==> config.mk <==
export PLATFORM = sky130hd
export DESIGN_NAME = i281_datamem_uart_dump
export DESIGN_NICKNAME = d
export VERILOG_FILES = /design/src/rtl/i281_datamem_uart_dump.sv
export SDC_FILE = /design/constraint.sdc
export NUM_CORES = 1
export LEC_CHECK = 0
export ABC_AREA = 1
export CAP_MARGIN = 20
export CORE_MARGIN = 5
export CORE_UTILIZATION = 48
export CTS_CLUSTER_DIAMETER = 150
export DETAILED_ROUTE_END_ITERATION = 8
export PLACE_DENSITY = 0.77
export RECOVER_POWER = 25
export SYNTH_ARGS = -nofsm -noshare
export SYNTH_HDL_FRONTEND = slang
export SYNTH_SLANG_ARGS = --single-unit
==> constraint.sdc <==
create_clock -name clock -period 1.8 [get_ports clock]
set_clock_uncertainty 0.05 [all_clocks]
set_input_delay 0.36 -clock clock [delete_from_list [all_inputs] [get_ports clock]]
set_output_delay 0.36 -clock clock [all_outputs]
set_load 0.05 [all_outputs]
==> src/rtl/i281_datamem_uart_dump.sv <==
// i281_datamem_uart_dump
// Snapshots the i281 CPU's data-memory observation bytes on request and
// sends them, byte 0 first, over an 8N1 UART transmit line (LSB first).
// Optional feature macro: I281_DUMP_CHECKSUM_EN appends a two's-complement
// checksum frame after the last data byte; byte_index widens to 5 bits so
// it can report the checksum frame as index NUM_BYTES.
module i281_datamem_uart_dump #(
  parameter int CLKS_PER_BIT = 434,
  parameter int NUM_BYTES    = 16
) (
  input  logic         clock,
  input  logic         reset_n,
  input  logic         start,
  input  logic [127:0] datamem_bus,
  output logic         tx,
  output logic         busy,
  output logic         done,
`ifdef I281_DUMP_CHECKSUM_EN
  output logic [4:0]   byte_index
`else
  output logic [3:0]   byte_index
`endif
);

`ifdef I281_DUMP_CHECKSUM_EN
  localparam int IDX_W      = 5;
  localparam int LAST_FRAME = NUM_BYTES;
`else
  localparam int IDX_W      = 4;
  localparam int LAST_FRAME = NUM_BYTES - 1;
`endif

  localparam logic [15:0]      BAUD_LAST  = 16'(CLKS_PER_BIT - 1);
  localparam logic [IDX_W-1:0] LAST_INDEX = IDX_W'(LAST_FRAME);

  typedef enum logic [2:0] {
    S_IDLE,
    S_START_BIT,
    S_DATA_BITS,
    S_STOP_BIT,
    S_DONE
  } state_t;

  state_t             state_q, state_d;
  logic [15:0]        baud_q, baud_d;
  logic [2:0]         bit_q, bit_d;
  logic [IDX_W-1:0]   byte_index_q, byte_index_d;
  logic [127:0]       snapshot_q, snapshot_d;
  logic               tx_q, tx_d;
  logic               busy_q, busy_d;
  logic               done_q, done_d;

  logic [7:0]         cur_byte;
  logic [2:0]         next_bit;

`ifdef I281_DUMP_CHECKSUM_EN
  logic [7:0]         byte_sum;
  logic [7:0]         checksum;

  // Two's-complement checksum of the captured bytes, so host sum + checksum == 0 mod 256
  always_comb begin
    byte_sum = 8'd0;
    for (int i = 0; i < NUM_BYTES; i++) begin
      byte_sum = byte_sum + snapshot_q[8*i +: 8];
    end
    checksum = 8'd0 - byte_sum;
  end
`endif

  // Select the byte of the frame in flight (checksum frame when enabled)
  always_comb begin
    next_bit = bit_q + 3'd1;
    cur_byte = snapshot_q[{byte_index_q[3:0], 3'b000} +: 8];
`ifdef I281_DUMP_CHECKSUM_EN
    if (byte_index_q == IDX_W'(NUM_BYTES)) begin
      cur_byte = checksum;
    end
`endif
  end

  // Next-state and registered-output logic; each bit is held CLKS_PER_BIT cycles
  always_comb begin
    state_d      = state_q;
    baud_d       = baud_q;
    bit_d        = bit_q;
    byte_index_d = byte_index_q;
    snapshot_d   = snapshot_q;
    tx_d         = tx_q;
    busy_d       = busy_q;
    done_d       = 1'b0;

    case (state_q)
      S_IDLE: begin
        tx_d         = 1'b1;
        busy_d       = 1'b0;
        byte_index_d = '0;
        if (start) begin
          snapshot_d = datamem_bus;
          state_d    = S_START_BIT;
          baud_d     = 16'd0;
          bit_d      = 3'd0;
          tx_d       = 1'b0;
          busy_d     = 1'b1;
        end
      end

      S_START_BIT: begin
        if (baud_q == BAUD_LAST) begin
          baud_d  = 16'd0;
          bit_d   = 3'd0;
          tx_d    = cur_byte[0];
          state_d = S_DATA_BITS;
        end else begin
          baud_d = baud_q + 16'd1;
        end
      end

      S_DATA_BITS: begin
        if (baud_q == BAUD_LAST) begin
          baud_d = 16'd0;
          if (bit_q == 3'd7) begin
            tx_d    = 1'b1;
            state_d = S_STOP_BIT;
          end else begin
            bit_d = next_bit;
            tx_d  = cur_byte[next_bit];
          end
        end else begin
          baud_d = baud_q + 16'd1;
        end
      end

      S_STOP_BIT: begin
        if (baud_q == BAUD_LAST) begin
          baud_d = 16'd0;
          if (byte_index_q < LAST_INDEX) begin
            byte_index_d = byte_index_q + IDX_W'(1);
            tx_d         = 1'b0;
            state_d      = S_START_BIT;
          end else begin
            byte_index_d = '0;
            tx_d         = 1'b1;
            busy_d       = 1'b0;
            done_d       = 1'b1;
            state_d      = S_DONE;
          end
        end else begin
          baud_d = baud_q + 16'd1;
        end
      end

      S_DONE: begin
        tx_d    = 1'b1;
        busy_d  = 1'b0;
        state_d = S_IDLE;
      end

      default: begin
        state_d = S_IDLE;
      end
    endcase
  end

  // State and output registers; reset forces the line idle-high immediately
  always_ff @(posedge clock or negedge reset_n) begin
    if (!reset_n) begin
      state_q      <= S_IDLE;
      baud_q       <= 16'd0;
      bit_q        <= 3'd0;
      byte_index_q <= '0;
      snapshot_q   <= '0;
      tx_q         <= 1'b1;
      busy_q       <= 1'b0;
      done_q       <= 1'b0;
    end else begin
      state_q      <= state_d;
      baud_q       <= baud_d;
      bit_q        <= bit_d;
      byte_index_q <= byte_index_d;
      snapshot_q   <= snapshot_d;
      tx_q         <= tx_d;
      busy_q       <= busy_d;
      done_q       <= done_d;
    end
  end

  assign tx         = tx_q;
  assign busy       = busy_q;
  assign done       = done_q;
  assign byte_index = byte_index_q;

endmodule

# [Word-level counts from Yosys, hierarchy flattened]
# Cells that the tools add are included.
[word_totals] inputBits=131 reg_bits=157 output_inout_bits=7 word_cells=74
[classes] n_eq_ne=13 n_addsub=3 order_cmp=2 n_mux=33 shift=1 n_reduce_logical=14
[op_table] cell="128-bit by 8-bit variable part select with 8-bit output" count=1
[op_table] cell="16-bit 2-to-1 mux" count=2
[op_table] cell="16-bit case mux with 2 select lines" count=1
[op_table] cell="3-bit 2-to-1 mux" count=10
[op_table] cell="16-bit by 1-bit adder with 16-bit output, second input constant" count=1
[op_table] cell="16-bit by 9-bit == test with 1-bit output, second input constant" count=1
[op_table] cell="2-bit != test, second input constant" count=7
[op_table] cell="1-bit 2-to-1 mux" count=12
[op_table] cell="3-bit case mux with 4 select lines" count=1
[op_table] cell="5-bit AND reduction" count=2
[op_table] cell="3-bit case mux with 3 select lines" count=1
[op_table] cell="4-bit 2-to-1 mux" count=2
[op_table] cell="4-bit case mux with 2 select lines" count=1
[op_table] cell="3-bit by 2-bit == test with 1-bit output, second input constant" count=2
[op_table] cell="3-bit == test, second input constant" count=2
[op_table] cell="2-bit AND reduction" count=3
[op_table] cell="3-bit nonzero test" count=2
[op_table] cell="1-bit case mux with 5 select lines" count=1
[op_table] cell="5-bit nonzero test" count=1
[op_table] cell="4-bit by 1-bit adder with 4-bit output, second input constant" count=1
[op_table] cell="3-bit by 4-bit less-than comparator with 1-bit output, second input constant" count=1
[op_table] cell="4-bit less-than comparator, second input constant" count=1
[op_table] cell="4-bit AND reduction" count=1
[op_table] cell="2-bit nonzero test" count=2
[op_table] cell="other kinds (7)" count=7

# [Longest topological paths before layout]
[logic_depth] word_depth=6 depth_mapped=19 mapped_depth_nobuf=17

# [Least setup slack after synthesis]
# OpenSTA, ideal clock, no wires.
[synth_path] path_type="reg-to-reg" start="reg byte_index_q[0] (netlist: byte_index[0])" end="reg tx_q (netlist: tx)" required_time_ps=1675 arrival_ps=1845 path_buffers=2 path_stages_with_launch=20 path_slack_ps=-171 period_less_slack_ps=1971 setup_ps=75 path_cell_list="dfrtp_1 buf_4 inv_2 buf_4 nand2_1 nand2_1 nand2_1 nand2_1 nor2_1 nand2_1 nand2_1 nand2_1 nand3_1 nand2_1 nand2_1 nand3_1 nand2_1 nand2_1 nand2_1 nand2_1"
[synth_via] elab_chain_len=6 elab_cells_between_ends=10 classes_between="order compare (1); shift (1); mux (8)"
[synth_rtl] element="start, declared" line_no="47" rtl="logic [IDX_W-1:0] byte_index_q, byte_index_d;"
[synth_rtl] element="start signal, assigned" line_no="179" rtl="byte_index_q <= byte_index_d;"
[synth_rtl] element="128-bit by 8-bit variable part select with 8-bit output" line_no="73" rtl="cur_byte = snapshot_q[{byte_index_q[3:0], 3'b000} +: 8];"
[synth_rtl] element="1-bit binary-select mux with 3-bit select" line_no="126" rtl="tx_d = cur_byte[next_bit];"
[synth_rtl] element="1-bit 2-to-1 mux (not written as such)" line_no="126"
[synth_rtl] element="1-bit 2-to-1 mux" line_no="121" rtl="if (bit_q == 3'd7) begin"
[synth_rtl] element="1-bit 2-to-1 mux" line_no="119" rtl="if (baud_q == BAUD_LAST) begin"
[synth_rtl] element="1-bit case mux with 5 select lines *" line_no="92" rtl="case (state_q)"
[synth_rtl] element="end signal, assigned" line_no="181" rtl="tx_q <= tx_d;"
[synth_rtl] element="end, declared" line_no="49" rtl="logic tx_q, tx_d;"
# Mark *: on every way between the ends. The rest lies on a longest branch, timed or not. The select of a mux whose other input is x is not followed.
# A chain may end at the register's enable or synchronous reset.

# [Worst setup path after layout]
[layout_path] start="reg baud_q[1]" end="reg baud_q[14]"
[layout_via] elab_chain_len=3 elab_cells_between_ends=4 classes_between="add/sub (1); eq/ne (1); mux (2)"
[layout_rtl] element="start, declared" line_no="45" rtl="logic [15:0] baud_q, baud_d;"
[layout_rtl] element="start signal, assigned" line_no="177" rtl="baud_q <= baud_d;"
[layout_rtl] element="16-bit by 1-bit adder with 16-bit output or 16-bit by 9-bit == test with 1-bit output (tied branches)"
[layout_rtl] element="16-bit 2-to-1 mux *" line_no="108, 119, 134"
[layout_rtl] element="16-bit case mux with 2 select lines *" line_no="92"
# Mark *: on every way between the ends. The rest lies on a longest branch, timed or not.

==> flow_summary.json <==
{
  "top_usage_layer": "met2",
  "slew_headroom": 0.07252,
  "status": "complete, but fails checks",
  "ys_types": 36,
  "ioPinCount": 138,
  "setup.worst_path.class": "flip-flop to flip-flop",
  "core.rowCount": 46,
  "violations": "negative setup slack",
  "die_y_um": 137.4,
  "whs_endpoint": "snapshot_q[5]",
  "grt_max_degree": 60,
  "clk-insertion-delay-late_ns": 0.43,
  "pwr-share-seq": 0.474,
  "fin_hold_ws_ns": 0.4184,
  "final_common_cell": "nand2_1",
  "cts_max_level": 4,
  "rr_worst_depth": 10,
  "netlist_area_um2": 7790,
  "layout_setup_ws_ns": -0.1114,
  "initial_core_util": 0.4904,
  "ys_seq_area_frac": 0.5045,
  "dieArea_um2": 18880,
  "required_ns": 2.09,
  "p_leak_nw": 5.433,
  "ys_warn_count": 0,
  "yosys_register_bits": 157,
  "numCtsBuffers": 17,
  "core-area_um2": 15890,
  "cap_violations": 0,
  "hold_viol_final": 0,
  "end_kind": "flip-flop",
  "comb_power_share": 0.081,
  "layout.nets": 1390,
  "setup_tns_ns": -1.003,
  "period_minus_slack_ns": 1.911,
  "r2r_slack_ns": -0.11,
  "period_share": 1.062,
  "drive_above_1_share": 0.1586,
  "grt.met1_usage": 0.3283,
  "p_sw_mw": 1.805,
  "wl_per_cell_um": 15.58,
  "routed_wl_mm": 23.10,
  "antenna_found_initial": 0,
  "worstMarginPinSlew_ns": 1.391,
  "r2r-start": "baud_q[1]",
  "use_met2": 0.3937,
  "die_x_um": 137.4,
  "ctsLongestPathBuffers": 2,
  "p_per_area_nw_per_um2": 728.6,
  "root_buffer": "clkbuf_16",
  "setup_viol": 20,
  "drt-vias-per-instance": 5.102,
  "grt_use_met3": 0.05040,
  "switching_share": 0.2265,
  "area_growth_pct": 40.43,
  "hold_path.class": "input pin to flip-flop",
  "syn_inst": 1051,
  "grt_usage": 0.2450,
  "worstPathCellList": "buf_6 > ha_4 > nand3_4 > nor2_4 > nand2_2 > nor3_4 > nand3_2 > nor2_4 > nand4_1 > a221oi_2",
  "vias": 7566,
  "gp_congestion": 0.8756,
  "grt_overflow_total": 0,
  "antennaDiodeCount": 0,
  "r2r-end": "baud_q[14]",
  "maxSlewViolCount": 0,
  "path_common_cell": "nor2_4",
  "cpMaxStageDelayCell": "dfrtp_1",
  "cp-start-kind": "flip-flop",
  "layout_common_cells": "nand2_1, dfrtp_1, clkdlybuf4s50_1",
  "rsz0062_at_grt": "yes",
  "critical_path_arrival_ns": 2.20,
  "grt_pass1_vias": 7543,
  "firstDrtPassIters": 7,
  "cts_tree": "built",
  "worst-path-buf-inv": 1,
  "maxClockFrequency_mhz": 523.2,
  "crit_family": "simple AND/OR/NAND/NOR gates",
  "dpl.hpwl_mm": 15.86,
  "min_from": "datamem_bus[5]",
  "drtAntennaViolNets": 0,
  "critPathMaxStageDelay_ns": 0.38,
  "cp_max_fo": 2,
  "cts.clk_slew.worst_paths_ns": 0.06,
  "p_int_mw": 6.166,
  "drt_iter0_drc": 734,
  "avgSynthCellArea_um2": 7.412,
  "hold_depth": 3,
  "io_buffers": 137,
  "drc": 0,
  "syn-num-nets": 1187,
  "cts_sinks": 157,
  "grt_first_pass_wirelength_mm": 36.23,
  "pwr-share-clk": 0.445,
  "irDropWorstVdd_uv": 659.6
}
==> Yosys cell counts, drive strengths merged <==
| cell | number | area share |
|---|---|---|
| dfrtp | 156 | 0.50 |
| or2 | 2 | 0.0016 |
| a31oi | 2 | 0.0016 |
| a221oi | 1 | 0.0011 |
| buf | 36 | 0.027 |
| o21ai | 48 | 0.031 |
| a32o | 1 | 0.0013 |
| nand3 | 71 | 0.047 |
| dfstp | 1 | 0.0034 |
| nand2 | 543 | 0.26 |
| nor2 | 35 | 0.021 |
| xor2 | 5 | 0.0056 |
| and3 | 1 | 0.00080 |
| o22ai | 8 | 0.0064 |
| nor3 | 14 | 0.010 |
| inv | 76 | 0.037 |
| a21o | 1 | 0.00096 |
| o211ai | 5 | 0.0048 |
| nor4 | 3 | 0.0043 |
| o2111ai | 1 | 0.0019 |
| nand4 | 4 | 0.0032 |
| clkbuf | 14 | 0.0067 |
| ha | 5 | 0.0080 |
| a21oi | 18 | 0.012 |
==> worst max path at each step <==
stage / startpoint / to / slack, ns / cells past startpoint
after floorplan: byte_index[0] / tx / 0.001 / 19
after global placement: start / baud_q[14] / -0.07 / 9
after detailed placement: start / baud_q[14] / -0.14 / 9
after CTS: baud_q[1] / bit_q[1] / -0.07 / 9
after global routing: byte_index[0] / tx / -0.23 / 15
final: baud_q[1] / baud_q[14] / -0.11 / 10
==> final cells by class <==
cell class | count | area (um2)
timing repair buffer | 234 | 2330
tap | 216 | 270.3
multi-input combinational | 768 | 3538
fill | 1245 | 4946
clock buffer | 22 | 464.2
inverter | 76 | 285.3
sequential | 157 | 3936
clock inverter | 10 | 115.1
==> kinds of logic (layout without fill, tap and decap cells) <==
logic type | count (synthesis) | after routing | share of synthesized area
adder cells (fa/ha/maj) | 5 | 5 | 0.008031
buffers and inverters | 126 | 342 | 0.07083
AND/OR/NAND/NOR | 673 | 673 | 0.3505
AO/OA/AOI/OAI | 85 | 85 | 0.06055
XOR/XNOR | 5 | 5 | 0.005621
flip-flops | 157 | 157 | 0.5045
==> through the flow <==
| step | util | cells | cell area (um2) | power [mW] | worst slack [ns] |
|---|---|---|---|---|---|
| after floorplan | - | 1051 | 7809 | 4.005 | 0.001120 |
| after global placement | 0.6258 | 1434 | 9941 | 4.456 | -0.07216 |
| after detailed placement | 0.6258 | 1434 | 9941 | 4.473 | -0.1440 |
| after CTS | 0.6652 | 1469 | 10570 | 7.998 | -0.07078 |
| after global routing | 0.6886 | 1483 | 10940 | 8.268 | -0.2290 |
| final | 0.6886 | 1483 | 10940 | 7.971 | -0.1114 |
==> power groups by stage <==
stage	clock network [mW]	registers [mW]	logic (mW)
after floorplan	0	3.81	0.192
after global placement	0	3.83	0.628
after detailed placement	0	3.83	0.641
after CTS	3.58	3.77	0.649
after global routing	3.75	3.79	0.724
final	3.55	3.78	0.648
==> flip-flops by register name (all words and copies together) (netlist names) <==
name,cells
state_q,3
done,1
busy,1
snapshot_q,128
byte_index,4
tx,1
baud_q,16
bit_q,3
==> metal layers <==
metal	wire, um	part of all wire
met1	9847	0.43
met2	11120	0.48
met3	1505	0.065
met4	629	0.027
met5	0	0
==> worst reg2reg max path, delay by kind of cell (launching register included) <==
kind | cells | cell delay (ns)
DFF | 1 | 0.38
and+or+nand+nor | 7 | 0.88
AOI/OAI and AO/OA | 1 | 0.24
adders and majority gates | 1 | 0.14
buffers and inverters | 1 | 0.13
==> timing repair <==
item,4_1_cts,5_1_grt
pin swaps,1,19
endpoints found under the hold margin,44,0
buffers inserted,2,13
resized for setup,7,68
cloned,0,1
endpoints found under the setup margin,23,82
hold buffers,1,0
Power figures use the tool's default switching activity.
